===== config.mk =====
export PLATFORM = sky130hd
export DESIGN_NAME = shot_control_flat
export DESIGN_NICKNAME = d
export VERILOG_FILES = /design/src/rtl/shot_control_pkg.sv /design/src/rtl/shot_control_if.sv /design/src/rtl/shot_control_tick_gen.sv /design/src/rtl/shot_control.sv /design/src/flat_wrapper.sv
export SDC_FILE = /design/constraint.sdc
export NUM_CORES = 1
export LEC_CHECK = 0
export ABC_AREA = 1
export CORE_MARGIN = 1.5
export CORE_UTILIZATION = 52
export DETAILED_ROUTE_END_ITERATION = 7
export PLACE_DENSITY = 0.79
export SYNTH_ARGS = -nofsm -noshare
export SYNTH_HDL_FRONTEND = slang
export SYNTH_SLANG_ARGS = --single-unit

===== constraint.sdc =====
create_clock -name clock -period 2.25 [get_ports clock]
set_input_delay 0.675 -clock clock [delete_from_list [all_inputs] [get_ports clock]]
set_output_delay 0.675 -clock clock [all_outputs]
set_load 0.1 [all_outputs]

===== src/rtl/shot_control_pkg.sv =====
// rtl/shot_control_pkg.sv - shared constants, request codes and FSM states for shot_control
package shot_control_pkg;

  localparam logic [1:0] FUNC_READ = 2'b00;
  localparam logic [1:0] FUNC_HIT  = 2'b01;

  localparam int SCREEN_W   = 640;
  localparam int SCREEN_H   = 480;
  localparam int BLK_W_LOG2 = 5;
  localparam int BLK_H_LOG2 = 4;
  localparam int BLK_ROWS   = 8;

  typedef enum logic [2:0] {
    ST_IDLE,
    ST_SPAWN,
    ST_MOVE,
    ST_READ_REQ,
    ST_READ_WAIT,
    ST_HIT_REQ,
    ST_HIT_WAIT,
    ST_NEXT
  } state_t;

endpackage


===== src/rtl/shot_control_if.sv =====
// rtl/shot_control_if.sv - block_memory request/response port used by shot_control
interface shot_control_if;

  logic       bm_enable;
  logic [4:0] bm_row;
  logic [4:0] bm_col;
  logic [1:0] bm_func;
  logic       bm_ready;
  logic [3:0] bm_block;

  modport master (
    output bm_enable, bm_row, bm_col, bm_func,
    input  bm_ready, bm_block
  );

  modport slave (
    input  bm_enable, bm_row, bm_col, bm_func,
    output bm_ready, bm_block
  );

endinterface


===== src/rtl/shot_control_tick_gen.sv =====
// rtl/shot_control_tick_gen.sv - enable-gated divider producing a one-cycle tick every DIV enabled cycles
module shot_control_tick_gen #(
  parameter int DIV = 500000
) (
  input  logic clock,
  input  logic reset,
  input  logic en_i,
  output logic tick_o
);

  localparam int W = (DIV > 1) ? $clog2(DIV) : 1;

  logic [W-1:0] cnt_q, cnt_d;
  logic         wrap;

  assign wrap   = (cnt_q == W'(DIV - 1));
  assign tick_o = en_i && wrap;

  always_comb begin
    cnt_d = cnt_q;
    if (en_i) cnt_d = wrap ? '0 : cnt_q + 1'b1;
  end

  always_ff @(posedge clock) begin
    if (reset) cnt_q <= '0;
    else       cnt_q <= cnt_d;
  end

endmodule


===== src/rtl/shot_control.sv =====
// rtl/shot_control.sv - spawns, moves and collision-checks paddle shots against the block grid
module shot_control
  import shot_control_pkg::*;
#(
  parameter int SHOT_NUM     = 2,
  parameter int TICK_DIV     = 500000,
  parameter int SHOT_SPEED   = 4,
  parameter int BLOCK_W_LOG2 = BLK_W_LOG2,
  parameter int BLOCK_H_LOG2 = BLK_H_LOG2,
  parameter int BLOCK_ROWS   = BLK_ROWS
) (
  input  logic                   clock,
  input  logic                   reset,
  input  logic                   enable,
  input  logic                   fire,
  input  logic [9:0]             p_x,
  input  logic [9:0]             p_y,
  shot_control_if.master         bm,
  output logic [SHOT_NUM*10-1:0] s_x,
  output logic [SHOT_NUM*10-1:0] s_y,
  output logic [SHOT_NUM-1:0]    s_active,
  output logic                   hit
);

  localparam int IW = (SHOT_NUM > 1) ? $clog2(SHOT_NUM) : 1;

  state_t              state_q, state_d;
  logic [IW-1:0]       idx_q, idx_d;
  logic [9:0]          x_q [SHOT_NUM];
  logic [9:0]          x_d [SHOT_NUM];
  logic [9:0]          y_q [SHOT_NUM];
  logic [9:0]          y_d [SHOT_NUM];
  logic [SHOT_NUM-1:0] active_q, active_d;
  logic                fire_pend_q, fire_pend_d;
  logic                tick_pend_q, tick_pend_d;
  logic [4:0]          row_q, row_d, col_q, col_d;
  logic [1:0]          func_q, func_d;
  logic                hit_q, hit_d;

  logic                tick;
  logic                spawn_ok;
  logic [IW-1:0]       spawn_idx;
  logic [9:0]          ny;
  logic [4:0]          row_calc, col_calc;

  shot_control_tick_gen #(.DIV(TICK_DIV)) u_tick_gen (
    .clock  (clock),
    .reset  (reset),
    .en_i   (enable),
    .tick_o (tick)
  );

  assign ny       = y_q[idx_q] - 10'(SHOT_SPEED);
  assign row_calc = 5'(ny >> BLOCK_H_LOG2);
  assign col_calc = 5'(x_q[idx_q] >> BLOCK_W_LOG2);

  always_comb begin
    spawn_ok  = 1'b0;
    spawn_idx = '0;
    for (int k = SHOT_NUM - 1; k >= 0; k--) begin
      if (!active_q[k]) begin
        spawn_ok  = 1'b1;
        spawn_idx = IW'(k);
      end
    end
  end

  always_comb begin
    state_d     = state_q;
    idx_d       = idx_q;
    x_d         = x_q;
    y_d         = y_q;
    active_d    = active_q;
    fire_pend_d = fire_pend_q | (fire & enable);
    tick_pend_d = tick_pend_q;
    row_d       = row_q;
    col_d       = col_q;
    func_d      = func_q;
    hit_d       = 1'b0;

    case (state_q)
      ST_IDLE: begin
        if (fire_pend_q) begin
          state_d = ST_SPAWN;
        end else if (tick_pend_q) begin
          state_d     = ST_MOVE;
          idx_d       = '0;
          tick_pend_d = 1'b0;
        end
      end
      ST_SPAWN: begin
        if (spawn_ok) begin
          x_d[spawn_idx]      = p_x;
          y_d[spawn_idx]      = p_y - 10'd1;
          active_d[spawn_idx] = 1'b1;
        end
        // a fire landing in this very cycle is kept for the next spawn
        fire_pend_d = fire & enable;
        state_d     = ST_IDLE;
      end
      ST_MOVE: begin
        state_d = ST_NEXT;
        if (active_q[idx_q]) begin
          if (int'(y_q[idx_q]) < SHOT_SPEED) begin
            active_d[idx_q] = 1'b0;
          end else begin
            y_d[idx_q] = ny;
            row_d      = row_calc;
            col_d      = col_calc;
            func_d     = FUNC_READ;
            if (int'(row_calc) < BLOCK_ROWS) state_d = ST_READ_REQ;
          end
        end
      end
      ST_READ_REQ: state_d = ST_READ_WAIT;
      ST_READ_WAIT: begin
        if (bm.bm_ready) begin
          if (bm.bm_block != 4'd0) begin
            func_d  = FUNC_HIT;
            state_d = ST_HIT_REQ;
          end else begin
            state_d = ST_NEXT;
          end
        end
      end
      ST_HIT_REQ: state_d = ST_HIT_WAIT;
      ST_HIT_WAIT: begin
        if (bm.bm_ready) begin
          active_d[idx_q] = 1'b0;
          hit_d           = 1'b1;
          state_d         = ST_NEXT;
        end
      end
      ST_NEXT: begin
        if (int'(idx_q) == SHOT_NUM - 1) begin
          state_d = ST_IDLE;
        end else begin
          idx_d   = idx_q + 1'b1;
          state_d = ST_MOVE;
        end
      end
      default: state_d = ST_IDLE;
    endcase

    tick_pend_d = tick_pend_d | tick;
  end

  always_ff @(posedge clock) begin
    if (reset) begin
      state_q     <= ST_IDLE;
      idx_q       <= '0;
      active_q    <= '0;
      fire_pend_q <= 1'b0;
      tick_pend_q <= 1'b0;
      row_q       <= '0;
      col_q       <= '0;
      func_q      <= FUNC_READ;
      hit_q       <= 1'b0;
      for (int k = 0; k < SHOT_NUM; k++) begin
        x_q[k] <= '0;
        y_q[k] <= '0;
      end
    end else begin
      state_q     <= state_d;
      idx_q       <= idx_d;
      active_q    <= active_d;
      fire_pend_q <= fire_pend_d;
      tick_pend_q <= tick_pend_d;
      row_q       <= row_d;
      col_q       <= col_d;
      func_q      <= func_d;
      hit_q       <= hit_d;
      x_q         <= x_d;
      y_q         <= y_d;
    end
  end

  assign bm.bm_enable = (state_q == ST_READ_REQ) || (state_q == ST_HIT_REQ);
  assign bm.bm_row    = row_q;
  assign bm.bm_col    = col_q;
  assign bm.bm_func   = func_q;
  assign s_active     = active_q;
  assign hit          = hit_q;

  always_comb begin
    s_x = '0;
    s_y = '0;
    for (int k = 0; k < SHOT_NUM; k++) begin
      s_x[10*k +: 10] = x_q[k];
      s_y[10*k +: 10] = y_q[k];
    end
  end

endmodule


===== src/flat_wrapper.sv =====
// flat-port wrapper written by rule: the top's interface ports become plain ports
module shot_control_flat import shot_control_pkg::*;
#(
  parameter int SHOT_NUM     = 2,
  parameter int TICK_DIV     = 500000,
  parameter int SHOT_SPEED   = 4,
  parameter int BLOCK_W_LOG2 = BLK_W_LOG2,
  parameter int BLOCK_H_LOG2 = BLK_H_LOG2,
  parameter int BLOCK_ROWS   = BLK_ROWS
)
  (clock, reset, enable, fire, p_x, p_y, s_x, s_y, s_active, hit, bm_bm_enable, bm_bm_row, bm_bm_col, bm_bm_func, bm_bm_ready, bm_bm_block);
  shot_control_if bm_i ();
  input  logic clock;
  input  logic reset;
  input  logic enable;
  input  logic fire;
  input  logic [9:0] p_x;
  input  logic [9:0] p_y;
  output logic [SHOT_NUM*10-1:0] s_x;
  output logic [SHOT_NUM*10-1:0] s_y;
  output logic [SHOT_NUM-1:0] s_active;
  output logic hit;
  output wire logic [$bits(bm_i.bm_enable)-1:0] bm_bm_enable;
  output wire logic [$bits(bm_i.bm_row)-1:0] bm_bm_row;
  output wire logic [$bits(bm_i.bm_col)-1:0] bm_bm_col;
  output wire logic [$bits(bm_i.bm_func)-1:0] bm_bm_func;
  input wire logic [$bits(bm_i.bm_ready)-1:0] bm_bm_ready;
  input wire logic [$bits(bm_i.bm_block)-1:0] bm_bm_block;
  assign bm_bm_enable = bm_i.bm_enable;
  assign bm_bm_row = bm_i.bm_row;
  assign bm_bm_col = bm_i.bm_col;
  assign bm_bm_func = bm_i.bm_func;
  assign bm_i.bm_ready = bm_bm_ready;
  assign bm_i.bm_block = bm_bm_block;
  shot_control #(.SHOT_NUM(SHOT_NUM), .TICK_DIV(TICK_DIV), .SHOT_SPEED(SHOT_SPEED), .BLOCK_W_LOG2(BLOCK_W_LOG2), .BLOCK_H_LOG2(BLOCK_H_LOG2), .BLOCK_ROWS(BLOCK_ROWS)) u_core (.clock(clock), .reset(reset), .enable(enable), .fire(fire), .p_x(p_x), .p_y(p_y), .bm(bm_i), .s_x(s_x), .s_y(s_y), .s_active(s_active), .hit(hit));
endmodule

# Word-level counts from Yosys, hierarchy flattened
# Index checks and enable logic that the tools add are counted.
[classes] n_addsub=4 order_cmp=10 n_eq_ne=18 n_mux=55 bitwise_logic=10 reduce_logical=20
[op_table] operator="2-to-1 mux 10 bit" count=8
[op_table] operator="bitwise mux 20 bit" count=3
[op_table] operator="2-to-1 mux 20 bit" count=3
[op_table] operator="one-hot mux 20 bit (2 select lines)" count=1
[op_table] operator="one-hot mux 3 bit (8 select lines)" count=1
[op_table] operator="2-to-1 mux 3 bit" count=7
[op_table] operator="demux 10 bit (select 1 bit)" count=2
[op_table] operator="2-to-1 mux 2 bit" count=10
[op_table] operator="adder 19 x 1 -> 19 bit (second input constant)" count=1
[op_table] operator="== test 19 bit (second input constant)" count=1
[op_table] operator="2-to-1 mux 19 bit" count=1
[op_table] operator="2-to-1 mux 1 bit" count=14
[op_table] operator="== test 3 bit (second input constant)" count=4
[op_table] operator="< comparator 10 x 3 -> 1 bit (second input constant)" count=1
[op_table] operator="inequality test 2 x 1 -> 1 bit (second input constant)" count=5
[op_table] operator="AND reduction 5 bit" count=2
[op_table] operator="subtractor 10 x 1 -> 10 bit (second input constant)" count=1
[op_table] operator="subtractor 10 x 3 -> 10 bit (second input constant)" count=1
[op_table] operator="AND reduction 3 bit" count=3
[op_table] operator="inequality test 2 bit (second input constant)" count=4
[op_table] operator="== test 3 x 2 -> 1 bit (second input constant)" count=2
[op_table] operator="one-hot mux 2 bit (3 select lines)" count=1
[op_table] operator="nonzero test 2 bit" count=3
[op_table] operator="logical AND 1 bit" count=5
[op_table] operator="other kinds (25)" count=33
[word_totals] regBits=80 input_bits=29

# Logic depth before layout (Yosys ltp)
[logic_depth] ltp_word=10 depth_mapped=13 depth_no_buf=12

# By module
# A second synthesis with hierarchy kept.
[hier_totals] hier_cells=663 area_unflattened_um2=4354.2
[by_module_without_submodules] mod="shot_control" instances=1 cells_each=487 area_per_inst_um2=3206.8 seq_area_each_um2=1201.2
[by_module_without_submodules] mod="shot_control_tick_gen" instances=1 cells_each=176 area_per_inst_um2=1147.4 seq_area_each_um2=380.4

# Least setup slack after synthesis
# OpenSTA, ideal clock, no wires.
[synth_timing] path_kind="flip-flop to output port" start="register u_core.state_q[2]" end="output port bm_bm_enable" arrival_time_ps=3483 t_required_ps=1575 setup_slack_ps=-1908 path_stages_with_launch=3 path_buffers=0 cell_sequence="dfxtp_1 nor2_2 nor4_1"
[synth_via] elab_chain_cells=2 word_cells_on_any_way=3 cone_classes="2 x eq/ne; 1 x reduce/logical"
[synth_lines] element="start: declaration" line="shot_control.sv:27" rtl="state_t state_q, state_d;"
[synth_lines] element="start signal: assignment" line="shot_control.sv:164" rtl="state_q <= state_d;"
[synth_lines] element="== test 3 x 2 -> 1 bit or == test 3 bit (tied branches)" line="shot_control.sv:178" rtl="assign bm.bm_enable = (state_q == ST_READ_REQ) || (state_q == ST_HIT_REQ);"
[synth_lines] element="logical OR 1 bit (*)" line="shot_control.sv:178"
[synth_lines] element="end: declaration" line="flat_wrapper.sv:23" rtl="output wire logic [$bits(bm_i.bm_enable)-1:0] bm_bm_enable;"
# Mark *: on every way between the ends. The rest lies on a longest branch, timed or not.

# Worst setup path after layout
[layout_timing] start="register u_core.state_q[1]" end="output port bm_bm_enable"
# Same word-level chain as after synthesis.

==> flow_summary.ini <==
[yosys]
seq_area_frac_synth = 0.379
syn-cell-area_mm2 = 0.00418
synthFlopType = dfxtp_1
synthCells = 631
synth.distinct_cells = 35
syn-num-nets = 663
yosysTopAreaCell = dfxtp_1
avgSynthCellArea_um2 = 6.62
synth_top_area_share = 0.379
synth_edf_count = 0
async_reset_ff_frac = 0
synth_area_leaders = dfxtp_1 38%, nand2_1 15%, nor2_1 9.2%, inv_1 6.0%, a21oi_1 4.8%
yosysWarnings = 0
synth_seq_cells = 79

[grt]
grt_pass1_wl_um = 18400
antenna_found_initial = 0
groute.usage.overall = 0.270
grt_max_degree = 20
grt_pass1_vias = 4100
grt_overflow_total = 0

[route]
vias = 4343
via_per_inst = 5.24
ant_nets = 0
drt-initial-drc-count = 229
wirelength_um = 10900
drc = 0
routedWlPerCell_um = 13.2
firstDrtPassIters = 5

[power_and_ir_drop]
power_leakage_nw = 2.42
p_per_area_mw_per_mm2 = 1160
irDropWorstVdd_v = 0.00104
seq_power_share = 0.289
p_comb_frac = 0.518
clkPwrFrac = 0.193
p_int_mw = 3.02
power_switching_mw = 3.08
p_total_mw = 6.09
p_sw_frac = 0.505

[timing]
setup_viol = 0
finalClockSkew_ns = 0.00910
tightest_slew_ns = 0.562
relSlewSlack = 0.624
hold_ws_ns = 0.446
setup_ws_ns = 0.115
setup_tns_ns = 0
fmax_mhz = 468
finalHoldViolCount = 0
rsz0062_at_grt = false
final_max_slew_viol_count = 0
timing.final.crit_period_ns = 2.14
finalCritPeriodShare = 0.949

[run]
maxCapViolCount = 0

[cells_and_area]
stdcell_count = 829
fin_nets = 755
diodes = 0
area_growth_pct = 26.2
utilization = 0.678
final_cell_area_mm2 = 0.00527
nFillCells = 707
drive_above_1_share = 0.171

[floorplanning]
die-area_mm2 = 0.00858
core.rowCount = 32
die_y_um = 92.6
start_util = 0.538
ios = 85
core_area_mm2 = 0.00777
die_width_um = 92.6

[critical_path]
arrival_ns = 1.46
worstSetupPathType = reg -> out
cp-end-kind = primary output
ff2ff_setup_slack_ns = 0.29
timing.rr.end = u_core.s_y[16]$_SDFFE_PP0P_
critPathRequiredTime_ns = 1.57
endpoint = bm_bm_enable
rr_worst_depth = 11
worstSetupStartpoint = u_core.state_q[1]$_SDFFE_PP0P_
crit_path_start_kind = flop
r2r_start = u_core.idx_q$_SDFFE_PP0P_
crit_path_max_fanout = 6

[clock_network]
post_cts_resized = 0
postCtsSetupBuffers = 0
clk_latency_ns = 0.35
cts_hold_buf = 0
clockBufferDepth = 2
cts.sinks = 79
cts.clk_slew.worst_paths_ns = 0.08
cts-root-buf = clkbuf_8
cts_tree = done
cts_buffers = 9
htreeDepth = 3

[min_path]
hold_path_class = reg -> reg

[placement]
post_dp_cell_area_mm2 = 0.00505
place_congestion = 0.951
io_buffers = 83
place_worst_setup_slack_ns = 0.0210
dp_cells = 814
dpl.hpwl_um = 8200

[run_status]
outcome = finished clean
-- synthesized netlist by cell type (3+ instances only) --
master and number:
nor4_1 5, xor2_1 15, or2_2 3, nor2_1 102, a21oi_1 40, buf_6 6, nor3_1 14, dfxtp_1 79
clkbuf_1 8, nand3_1 29, o22ai_1 6, nor2_4 4, nand4_1 6, nand2_2 8, nand2_1 168, o21ai_0 40
inv_2 4, ha_1 3, o21ai_1 3, inv_1 67
-- final cells by class --
class / count / area (um^2) / share of cell area
well taps: 102 / 128 / 0.0242
multi-input cells: 460 / 2210 / 0.420
inverters: 74 / 283 / 0.0537
flip-flops and latches: 79 / 1590 / 0.302
clock inverters: 5 / 80.1 / 0.0152
repair buffers: 99 / 838 / 0.159
clock buffers: 10 / 138 / 0.0261
-- how the worst min path moves through the flow --
stage,startpoint,endpoint,cells past startpoint
2_1_floorplan,u_core.fire_pend_q$_SDFF_PP0_,u_core.fire_pend_q$_SDFF_PP0_,2
3_3_place_gp,u_core.s_y[1]$_SDFFE_PP0P_,u_core.s_y[1]$_SDFFE_PP0P_,2
3_5_place_dp,u_core.s_y[1]$_SDFFE_PP0P_,u_core.s_y[1]$_SDFFE_PP0P_,2
4_1_cts,u_core.s_y[1]$_SDFFE_PP0P_,u_core.s_y[1]$_SDFFE_PP0P_,2
5_1_grt,u_core.s_x[0]$_SDFFE_PP0P_,u_core.s_x[0]$_SDFFE_PP0P_,2
6_report,u_core.s_y[1]$_SDFFE_PP0P_,u_core.s_y[1]$_SDFFE_PP0P_,2
-- critical path, stage by stage (launching register included) --
cell and delay (ns):
dfxtp_1 0.40, inv_2 0.08, nor2_4 0.12, inv_4 0.07
nor2_2 0.19, nor4_4 0.07, buf_12 0.17
-- sequential cells by signal, indices dropped and copies added (netlist names) --
signal and flops:
u_core.s_y 20, u_core.idx_q 1, u_core.bm.bm_row 5, u_core.s_active 2, u_core.u_tick_gen.cnt_q 19, u_core.fire_pend_q 1
u_core.bm.bm_func 1, u_core.state_q 3, u_core.tick_pend_q 1, u_core.hit 1, u_core.s_x 20, u_core.bm.bm_col 5
-- placed cells by master, fill, tap and decap left out, types with 3 or more instances in the layout --
master           synthesis  routed
inv_2                    4       6
nor2_1                 102     101
dfxtp_2                  0       5
nor3_1                  14      14
clkdlybuf4s50_1          0      28
o21ai_1                  3       3
dfxtp_1                 79      73
nand4_1                  6       6
inv_4                    2       3
nand2_2                  8       8
o21ai_0                 40      40
or2_2                    3       3
nand2_1                168     168
ha_1                     3       3
clkbuf_8                 0      10
o22ai_1                  6       6
xor2_1                  15      15
a21oi_1                 40      40
nor2_4                   4       4
inv_1                   67      65
nand3_1                 29      29
nor4_1                   5       4
buf_4                    1      69
nor2_2                   2       3
-- power groups by stage --
stage          sequential [mW]  combinational (mW)  clock [mW]
2_1_floorplan             2.94                1.32           0
3_3_place_gp              1.78                3.08           0
3_5_place_dp              1.79                3.13           0
4_1_cts                   1.76                3.15        1.20
5_1_grt                   1.79                3.39        1.25
6_report                  1.76                3.16        1.17
-- kinds of logic (layout without fill, tap and decap cells) --
| kind of cell | count (synthesis) | after routing | synth area share |
|---|---|---|---|
| DFF | 79 | 79 | 0.379 |
| adders and majority gates | 3 | 3 | 0.00899 |
| buffers and inverters | 92 | 188 | 0.0962 |
| xor gates and xnor gates | 16 | 16 | 0.0336 |
| other | 1 | 1 | 0.000898 |
| and+or+nand+nor | 347 | 347 | 0.366 |
| AOI/OAI and AO/OA | 93 | 93 | 0.116 |
-- per-layer routing --
layer | vias to the layer above | wire length, um | global-route usage
met5 | - | 0 | 0
met4 | 0 | 296 | 0.122
met3 | 24 | 691 | 0.0591
met2 | 132 | 5210 | 0.436
met1 | 1999 | 4750 | 0.343
li1 | 2188 | - | -
Power figures use the tool's default switching activity.
==> edit, RTL diff (same flow settings) <==
Encoding of `state_t`: now one-hot (8 bits for 8 states).
--- a/src/rtl/shot_control_pkg.sv
+++ b/src/rtl/shot_control_pkg.sv
@@ -11,13 +11,13 @@
   localparam int BLK_ROWS   = 8;
 
-  typedef enum logic [2:0] {
-    ST_IDLE,
-    ST_SPAWN,
-    ST_MOVE,
-    ST_READ_REQ,
-    ST_READ_WAIT,
-    ST_HIT_REQ,
-    ST_HIT_WAIT,
-    ST_NEXT
+  typedef enum logic [7:0] {
+    ST_IDLE      = 8'b00000001,
+    ST_SPAWN     = 8'b00000010,
+    ST_MOVE      = 8'b00000100,
+    ST_READ_REQ  = 8'b00001000,
+    ST_READ_WAIT = 8'b00010000,
+    ST_HIT_REQ   = 8'b00100000,
+    ST_HIT_WAIT  = 8'b01000000,
+    ST_NEXT      = 8'b10000000
   } state_t;
 
Behaviour: no difference found for any inputs over 10 cycles, from zero or initial values and one cycle with reset high; not proved beyond that.
==> edit against the original RTL <==
Clock skew increased by 0.0015 ns; worst setup slack got worse by 0.012 ns; synthesized area increased by 3.2%; first-iteration DRC count increased by 9.2%; global-route usage decreased by 0.18 points; final cell count increased by 2.7%; wire length increased by 2.5%; design area increased by 3.3%; sequential cell count increased by 5; non-clock buffer count increased by 2; highest routed layer unchanged.
Power is not compared: it rests on default switching activity, and its combinational part moved more than twofold at a synthesized area within 25%.
==> edit: results (changes against the original RTL) <==
| Metric | Value |
|---|---|
| Outcome | `complete, no violations` |
| CP max-delay cell | `dfxtp_1` |
| Pin count of the biggest net entering global routing | `34 (+70%)` |
| Async SR Flop Fraction | `0 (unchanged)` |
| First drt pass iteration count | `5 (unchanged)` |
| Nets | `773 (+2.4%)` |
| Dpl cells | `835 (+2.6%)` |
| Total number of vias | `4401 (+1.3%)` |
| Crit-path leading delay family | `simple AND/OR/NAND/NOR gates` |
| Iteration-0 DRC Markers | `250 (+9.2%)` |
| Fin Setup TNS | `0 ns (unchanged)` |
| Worst reg2reg path depth | `12 (+1)` |
| Worst EP arrival | `1.47 ns` |
| Peak supply drop | `0.491 mV` |
| Post-synth cell types | `36 (+2.9%)` |
| Final HPWL DP | `8.54 mm (+4.1%)` |
| Vias in the first global route | `4206 (+2.6%)` |
| Vias per cell | `5.17 (-1.3%)` |
| RePlAce Congestion | `0.956 (+0.61%)` |
| Layout cells sized above 1 | `0.173 (+0.00236)` |
| Root cell of the clock tree | `clkbuf_8` |
| LEAKAGE | `2.57 nW` |
| Fill count | `709 (+0.28%)` |
| Synth warnings | `0 (unchanged)` |
| Register area share after synthesis | `0.390 (+0.0116)` |
| Total Routing Usage GR | `0.268 (-0.00183)` |
| Cell Area, Placed | `5210 µm² (+3.1%)` |
| Highest cell delay on the worst timing path | `0.33 ns (-0.07 ns)` |
| Port bufs | `83 (unchanged)` |
| Initial antenna violation count | `0 (unchanged)` |
| Net Count, Synth | `677 (+2.1%)` |
| TritonCTS Buffers | `9 (unchanged)` |
| Hold Path Class | `register to register` |
| Clock Skews | `0.0106 ns (+0.00147 ns)` |
| Synth Flop Type | `dfxtp_1` |
| Mean area per synthesized cell | `6.68 µm² (+0.94%)` |
| Postcts setup bufs | `0 (unchanged)` |
| # resized after CTS | `0 (unchanged)` |
| CTS Buffer Depth | `2 (unchanged)` |
| # H-tree levels | `3 (unchanged)` |
| Clock slew at reported path FFs | `0.08 ns (about the same)` |
| Most instantiated cells after synthesis | `136 x nor2_1, 133 x nand2_1, 84 x dfxtp_1, 68 x inv_1, 46 x o21ai_0` |
| DP Worst Slack | `-0.0392 ns (-0.0601 ns)` |
| First-pass GRT wire length | `19.0 mm (+3.0%)` |
| Worst-skew pair later-pin latency | `0.35 ns (about the same)` |
| Cell count of the worst hold path | `2 (unchanged)` |
| # diodes | `0 (unchanged)` |
| Routed wire length | `11.2 mm (+2.5%)` |
| Worst-path maximum fanout | `4 (-2)` |
| Top cells by area, synth | `dfxtp_1 39%, nor2_1 12%, nand2_1 12%` |
[edit: cell families after synthesis]
logic type / after synthesis / synth area share
simple gates: 359 / 0.361
buf+inv: 91 / 0.0891
compound gates: 85 / 0.104
flops: 84 / 0.390
xor+xnor: 17 / 0.0346
mux: 5 / 0.0116
fa+ha+maj: 3 / 0.00871
other cells: 1 / 0.000870
[edit: where the power goes]
group,total [W],switching [W],internal (W)
Clock,0.00121,0.000553,0.000660
Sequential,0.00159,0.0000484,0.00155
Combinational,0.00114,0.000806,0.000338
Total,0.00395,0.00141,0.00254
[edit: worst paths after layout]
path	from	end	slack, ns
max	u_core.state_q[0]	bm_bm_enable	0.10
min	u_core.bm.bm_func[0]	u_core.bm.bm_func[0]	0.45
max reg2reg	u_core.idx_q	u_core.s_y[14]	0.22
min reg2reg	u_core.bm.bm_func[0]	u_core.bm.bm_func[0]	0.45
[edit: layout make-up]
type                    instances  share of cell area
clock inverters                 5              0.0154
repair buffers                101               0.159
clock buffers                  11              0.0260
well taps                     105              0.0241
multi-input cells             470               0.414
inverters                      75              0.0517
flip-flops and latches         84               0.310
[edit: worst min-delay path: cells and delay by family, from the launching register on]
| kind | cells | cell delay (ns) |
|---|---|---|
| flip-flops | 1 | 0.32 |
| buffers and inverters | 1 | 0.05 |
| AO/OA/AOI/OAI | 1 | 0.05 |
[edit: layer usage]
metal / global-route usage / wire [µm]
met1: 0.329 / 4980
met2: 0.459 / 5320
met3: 0.0518 / 690
met4: 0.106 / 218
met5: 0 / 0
[edit: per-stage QoR]
step           hold slack, ns   util
4_1_cts                 0.460  0.668
6_report                0.453  0.669
3_5_place_dp            0.447  0.640
5_1_grt                 0.485  0.669
3_3_place_gp            0.436  0.640
2_1_floorplan           0.447      -
